### config.mk
export PLATFORM = sky130hd
export DESIGN_NAME = seg_scan_rx_flat
export DESIGN_NICKNAME = d
export VERILOG_FILES = /design/src/rtl/seg_pkg.sv /design/src/rtl/seg_scan_rx_if.sv /design/src/rtl/seg_decode7.sv /design/src/rtl/seg_scan_rx.sv /design/src/flat_wrapper.sv
export SDC_FILE = /design/constraint.sdc
export NUM_CORES = 1
export LEC_CHECK = 0
export BUFFER_PORTS_ARGS = -buffer_cell sky130_fd_sc_hd__buf_2
export CAP_MARGIN = 20
export CORE_MARGIN = 2
export CORE_UTILIZATION = 40
export DETAILED_ROUTE_END_ITERATION = 10
export GPL_ROUTABILITY_DRIVEN = 0
export SYNTH_ARGS = -nofsm -noshare
export SYNTH_HDL_FRONTEND = slang
export SYNTH_SLANG_ARGS = --single-unit
### constraint.sdc
create_clock -name clk -period 5.3 [get_ports clk]
set_input_delay 0 -clock clk [delete_from_list [all_inputs] [get_ports clk]]
set_output_delay 0 -clock clk [all_outputs]
set_load 0.02 [all_outputs]
### src/rtl/seg_pkg.sv
// Shared seven-segment definitions: pattern table, FSM encoding, scan payload.
package seg_pkg;

  localparam int unsigned SEG_W = 7;
  localparam int unsigned VAL_W = 4;
  localparam int unsigned DIG_N = 8;
  localparam int unsigned CNT_W = 8;

  typedef enum logic [1:0] {
    ST_IDLE  = 2'd0,
    ST_DWELL = 2'd1,
    ST_HELD  = 2'd2
  } scan_state_e;

  typedef struct packed {
    logic [DIG_N-1:0] sel;
    logic [7:0]       seg;
  } scan_in_t;

  // Active-low a..g pattern for each hex value.
  function automatic logic [SEG_W-1:0] seg_pattern(input logic [VAL_W-1:0] v);
    logic [SEG_W-1:0] p;
    case (v)
      4'h0:    p = 7'b0000001;
      4'h1:    p = 7'b1001111;
      4'h2:    p = 7'b0010010;
      4'h3:    p = 7'b0000110;
      4'h4:    p = 7'b1001100;
      4'h5:    p = 7'b0100100;
      4'h6:    p = 7'b0100000;
      4'h7:    p = 7'b0001111;
      4'h8:    p = 7'b0000000;
      4'h9:    p = 7'b0000100;
      4'hA:    p = 7'b0001000;
      4'hB:    p = 7'b1100000;
      4'hC:    p = 7'b0110001;
      4'hD:    p = 7'b1000010;
      4'hE:    p = 7'b0110000;
      default: p = 7'b0111000;
    endcase
    return p;
  endfunction

  // True when exactly one digit enable is driven low.
  function automatic logic sel_single(input logic [DIG_N-1:0] sel);
    return ($countones(~sel) == 1);
  endfunction

  // Index of the low enable bit; meaningful only when sel_single() holds.
  function automatic logic [2:0] sel_index(input logic [DIG_N-1:0] sel);
    logic [2:0] idx;
    idx = 3'd0;
    for (int k = 0; k < int'(DIG_N); k++) begin
      if (!sel[k]) idx = 3'(k);
    end
    return idx;
  endfunction

endpackage

### src/rtl/seg_scan_rx_if.sv
// Scanned display bus in, decoded digit state out.
interface seg_scan_rx_if;
  import seg_pkg::*;

  logic [7:0]             i_seg;
  logic [DIG_N-1:0]       i_sel;
  logic [DIG_N*VAL_W-1:0] o_digits;
  logic [DIG_N-1:0]       o_valid;
  logic [DIG_N-1:0]       o_dp;
  logic                   o_upd;
  logic                   o_err;
  logic                   o_frame;

  modport master (
    output i_seg, i_sel,
    input  o_digits, o_valid, o_dp, o_upd, o_err, o_frame
  );

  modport slave (
    input  i_seg, i_sel,
    output o_digits, o_valid, o_dp, o_upd, o_err, o_frame
  );

endinterface

### src/rtl/seg_decode7.sv
// Combinational 7-segment pattern to hex value decoder with legality flag.
module seg_decode7
  import seg_pkg::*;
(
  input  logic [SEG_W-1:0] pat_i,
  output logic [VAL_W-1:0] val_c_o,
  output logic             legal_c_o
);

  // Match against all sixteen legal glyphs; no match means illegal.
  always_comb begin
    val_c_o   = '0;
    legal_c_o = 1'b0;
    for (int i = 0; i < (1 << VAL_W); i++) begin
      if (pat_i == seg_pattern(VAL_W'(i))) begin
        val_c_o   = VAL_W'(i);
        legal_c_o = 1'b1;
      end
    end
  end

endmodule

### src/rtl/seg_scan_rx.sv
// Receiver for a multiplexed 7-segment display: waits for a stable
// digit/segment combination, decodes it and keeps a per-digit image.
module seg_scan_rx
  import seg_pkg::*;
#(
  parameter int unsigned STABLE_CYC = 4
) (
  input  logic         clk,
  input  logic         rst,
  seg_scan_rx_if.slave bus
);

  scan_in_t               r_in_q;
  scan_in_t               r_prev_q;
  scan_state_e            state_q, state_d;
  logic [CNT_W-1:0]       cnt_q, cnt_d;
  logic                   capture_c;

  logic [DIG_N*VAL_W-1:0] digits_q;
  logic [DIG_N-1:0]       valid_q;
  logic [DIG_N-1:0]       dp_q;
  logic [DIG_N-1:0]       mask_q;
  logic                   upd_q;
  logic                   err_q;
  logic                   frame_q;

  logic                   sel_ok_c;
  logic                   changed_c;
  logic [2:0]             idx_c;
  logic [DIG_N-1:0]       mask_next_c;
  logic [VAL_W-1:0]       dec_val_c;
  logic                   dec_legal_c;

  localparam logic [CNT_W-1:0] CNT_TARGET = CNT_W'(STABLE_CYC);

  // Input capture stage plus one-cycle history for change detection.
  always_ff @(posedge clk or posedge rst) begin
    if (rst) begin
      r_in_q   <= '{sel: '1, seg: '1};
      r_prev_q <= '{sel: '1, seg: '1};
    end else begin
      r_in_q   <= '{sel: bus.i_sel, seg: bus.i_seg};
      r_prev_q <= r_in_q;
    end
  end

  seg_decode7 u_dec (
    .pat_i     (r_in_q.seg[7:1]),
    .val_c_o   (dec_val_c),
    .legal_c_o (dec_legal_c)
  );

  // Selection qualifiers and next seen-mask.
  always_comb begin
    sel_ok_c    = sel_single(r_in_q.sel);
    idx_c       = sel_index(r_in_q.sel);
    changed_c   = (r_in_q != r_prev_q);
    mask_next_c = mask_q | (DIG_N'(1) << idx_c);
  end

  // FSM state and dwell counter register.
  always_ff @(posedge clk or posedge rst) begin
    if (rst) begin
      state_q <= ST_IDLE;
      cnt_q   <= '0;
    end else begin
      state_q <= state_d;
      cnt_q   <= cnt_d;
    end
  end

  // Next state: restart the dwell on any change, capture once stable.
  always_comb begin
    state_d   = state_q;
    cnt_d     = cnt_q;
    capture_c = 1'b0;
    if (!sel_ok_c) begin
      state_d = ST_IDLE;
      cnt_d   = '0;
    end else if (changed_c || (state_q == ST_IDLE)) begin
      state_d = ST_DWELL;
      cnt_d   = CNT_W'(1);
    end else begin
      case (state_q)
        ST_DWELL: begin
          cnt_d = cnt_q + CNT_W'(1);
          if ((cnt_q + CNT_W'(1)) == CNT_TARGET) begin
            capture_c = 1'b1;
            state_d   = ST_HELD;
          end
        end
        ST_HELD: begin
          state_d = ST_HELD;
        end
        default: begin
          state_d = ST_IDLE;
          cnt_d   = '0;
        end
      endcase
    end
  end

  // Digit image, pulses and frame-completion mask updated on capture.
  always_ff @(posedge clk or posedge rst) begin
    if (rst) begin
      digits_q <= '0;
      valid_q  <= '0;
      dp_q     <= '0;
      mask_q   <= '0;
      upd_q    <= 1'b0;
      err_q    <= 1'b0;
      frame_q  <= 1'b0;
    end else begin
      upd_q   <= capture_c;
      err_q   <= capture_c & ~dec_legal_c;
      frame_q <= 1'b0;
      if (capture_c) begin
        if (dec_legal_c) begin
          digits_q[{idx_c, 2'b00} +: VAL_W] <= dec_val_c;
        end
        valid_q[idx_c] <= dec_legal_c;
        dp_q[idx_c]    <= ~r_in_q.seg[0];
        if (mask_next_c == '1) begin
          frame_q <= 1'b1;
          mask_q  <= '0;
        end else begin
          mask_q  <= mask_next_c;
        end
      end
    end
  end

  assign bus.o_digits = digits_q;
  assign bus.o_valid  = valid_q;
  assign bus.o_dp     = dp_q;
  assign bus.o_upd    = upd_q;
  assign bus.o_err    = err_q;
  assign bus.o_frame  = frame_q;

endmodule

### src/flat_wrapper.sv
// flat-port wrapper written by rule: the top's interface ports become plain ports
module seg_scan_rx_flat import seg_pkg::*;
#(
  parameter int unsigned STABLE_CYC = 4
)
  (clk, rst, bus_i_seg, bus_i_sel, bus_o_digits, bus_o_valid, bus_o_dp, bus_o_upd, bus_o_err, bus_o_frame);
  seg_scan_rx_if bus_i ();
  input  logic clk;
  input  logic rst;
  input wire logic [$bits(bus_i.i_seg)-1:0] bus_i_seg;
  input wire logic [$bits(bus_i.i_sel)-1:0] bus_i_sel;
  output wire logic [$bits(bus_i.o_digits)-1:0] bus_o_digits;
  output wire logic [$bits(bus_i.o_valid)-1:0] bus_o_valid;
  output wire logic [$bits(bus_i.o_dp)-1:0] bus_o_dp;
  output wire logic [$bits(bus_i.o_upd)-1:0] bus_o_upd;
  output wire logic [$bits(bus_i.o_err)-1:0] bus_o_err;
  output wire logic [$bits(bus_i.o_frame)-1:0] bus_o_frame;
  assign bus_i.i_seg = bus_i_seg;
  assign bus_i.i_sel = bus_i_sel;
  assign bus_o_digits = bus_i.o_digits;
  assign bus_o_valid = bus_i.o_valid;
  assign bus_o_dp = bus_i.o_dp;
  assign bus_o_upd = bus_i.o_upd;
  assign bus_o_err = bus_i.o_err;
  assign bus_o_frame = bus_i.o_frame;
  seg_scan_rx #(.STABLE_CYC(STABLE_CYC)) u_core (.clk(clk), .rst(rst), .bus(bus_i));
endmodule
==> metrics.txt <==
layout cell share with drive strength beyond 1=0.333; WL per Instance=~16 microns; Setup TNS Final=0 ps; GRT overflow=0; maximum VDD drop=about 0.00015 V; Worst R2R Path Depth=13; largest net degree at the start of global routing=63; Rows=40; first-pass GRT wire length=around 18000 microns; io pins=about 70; Post-Place Cells=643; post-DP HPWL=7510 microns; I/O Buffers=approximately 70; Slew Limit Fails=0; #FFs+latches synth=between 100 and 150; Die Height=approximately 120 microns; LEAKAGE=approximately 2.9 nW; routed vias/inst=about 5; post-synth design cell area=roughly 5000 sq um; kind of end point of the critical path=flop; gr usage total=0.171; vias in the first global route=3507; Final Instance Area=5930 sq um; Max-Slew Margin vs Limit=0.469; Post-synth top cells=69 x dfrtp_1, 34 x mux2_2, 33 x nor2_1, 32 x dfstp_2, 29 x inv_1; Yosys top cell area share=0.347; Initial Utilization=0.413; vias=about 3400; final hold violation count=0; HP Class=in2async; r2r setup slk=about 490 ps; Unique masters post-synth=56; CP Data Required Time=roughly 5500 ps; Reg clk slew, reported paths=around 70 ps; antenna violations before repair=0; worst path arrival time=5040 ps; Worst-Margin Slew=about 800 ps; Worst Skew=between 8 and 9 ps; number of DRC markers in iteration 0=87; max frequency=208 MHz; Crit Path Max Fanout=7; status=complete, no violations; Mapped Nets=~460; max_cap viols=0; RSZ-0062 raised after global routing=false; postcts setup bufs=0; Area after DPL=around 5500 sq um; clock root buffer=clkbuf_16; drt drc=0; Synth Flop Type=dfrtp_1; core area=12100 sq um; ranking of synthesized cells by area=dfrtp_1 35%, dfstp_2 17%, mux2_2 7.7%, ha_1 4.5%, nor2_1 2.5%; htree depth=3; Post-Layout Cell Count=676; period utilization=0.908; final WL=between 10000 and 15000 microns; Layout Nets=~540; most numerous cell in the Yosys netlist=dfrtp_1; Synth Warn #=0; Die ar.=13400 sq um; final setup fails=0; Tmin final=slightly below 5000 ps; Async SR Flop Fraction=1.00; CTS Buf Count=9; Post-Syn Instances=around 420; Pre-Repair DR Iteration Count=4; Crit Path Category=reg2reg; Routed Antenna Nets=0; Diodes inserted=0; critical path launch point type=flop; synthesized area per cell=11.8 sq um; CTS tree=yes; EDFF count, synth=0; Yosys top cell by area=dfrtp_1; Power Density=between 200 and 300 nW/um^2; post-synthesis sequential area ratio=0.515; Bufs on Longest Clock Path=2; clock sinks=101; Chip Width=approximately 120 microns; Worst-Skew Late Latency=~350 ps; area grow syn2layout=19.0%; Filler Cell Count=between 1000 and 1500
## critical path, cell delays in order, from the launching register on
cell,delay (ps)
dfstp_2,570
inv_1,80
ha_1,280
inv_1,50
fa_1,410
inv_1,80
fa_1,420
ha_1,220
fa_1,440
nor4b_1,530
nand3_2,160
or3_1,600
nor4b_4,480
mux2_1,370
## power by group
| group | internal, mW | total (mW) | switching [mW] | leakage [nW] |
|---|---|---|---|---|
| clock | 0.330 | 0.617 | 0.288 | 0.140 |
| combinational | 0.0687 | 0.167 | 0.0985 | 1.47 |
| sequential | 0.799 | 0.827 | 0.0272 | 1.30 |
| total | 1.20 | 1.61 | 0.413 | 2.91 |
## flip-flops by register name, indices dropped and copies added, names as in the netlist
signal and count:
u_core.bus.o_digits 32, u_core.bus.o_dp 8, u_core.bus.o_err 1, u_core.bus.o_frame 1
u_core.bus.o_upd 1, u_core.bus.o_valid 8, u_core.cnt_q 8, u_core.mask_q 8
u_core.r_in_q 16, u_core.r_prev_q 16, u_core.state_q 2
## routing by layer
layer  vias up  track usage  share of wire
met5         -            0              0
met1      1666        0.228           0.48
met2        60        0.276           0.48
li1       1649            -              -
met4         0       0.0651          0.017
met3        12       0.0350          0.032
## logic make-up (layout without fill, tap and decap cells)
group	after synthesis	after routing	synth area share
buffers and inverters	48	135	0.0387
AND/OR/NAND/NOR	130	130	0.169
flip-flops	101	101	0.515
XOR/XNOR	17	17	0.0299
adder cells (fa/ha/maj)	23	23	0.0633
multiplexers	52	52	0.115
AO/OA/AOI/OAI	50	50	0.0686
## final timing paths
kind | start | to
setup / recovery | u_core.r_in_q[14] | u_core.bus.o_digits[30]
hold / removal | rst | u_core.state_q[1]
setup reg to reg | u_core.r_in_q[14] | u_core.bus.o_digits[30]
hold reg to reg | u_core.r_in_q[8] | u_core.r_prev_q[8]
max in group asynchronous | rst | u_core.cnt_q[0]
min in group clk | bus_i_seg[2] | u_core.r_in_q[2]
## per-stage QoR
step | worst slack (ps) | hold WS (ps) | power [mW] | util
global route | 222 | 267 | 1.69 | 0.491
floorplan | 969 | 4.48 | 0.955 | -
finish | 488 | 225 | 1.61 | 0.491
detailed placement | 476 | 65.1 | 1.00 | 0.454
global placement | 594 | 64.6 | 0.997 | 0.454
CTS | 458 | 229 | 1.63 | 0.491
## cell type report
class	count	area [sq um]	area share
sequential	101	2570	0.433
multi-input combinational	272	2220	0.375
timing repair buffer	88	533	0.0899
clock buffer	10	239	0.0403
tap	168	210	0.0355
inverter	31	119	0.0201
clock inverter	6	36.3	0.00612
## cells in the final DEF (no fill, tap or decap), drive strengths merged, types with 2 or more instances in the layout
master       instances
nor3b                5
a21oi               14
and3                 3
nand2               16
a31oi                9
or3                  5
a22oi                5
dlygate4sd3         17
dfrtp               69
xnor2                5
nor2b                6
clkinv               7
inv                 30
xor2                12
nand3               12
nor4                 8
nor2                33
ha                  18
clkbuf              10
buf                 71
mux2i               10
nand4b               3
nand4               11
mux2                42
or4                  2
nand2b               5
fa                   4
o31ai                2
nor3                11
a21o                 4
o21ai                3
nor4b                4
dfstp               32
a211oi               4
o22ai                3
or4b                 2
## timing repair
action / CTS / global route
gates resized for setup: 0 / 0
endpoints found under the hold margin: 24 / 0
hold buffers: 17 / 0
Note: power is estimated with default switching activity, not from simulation.
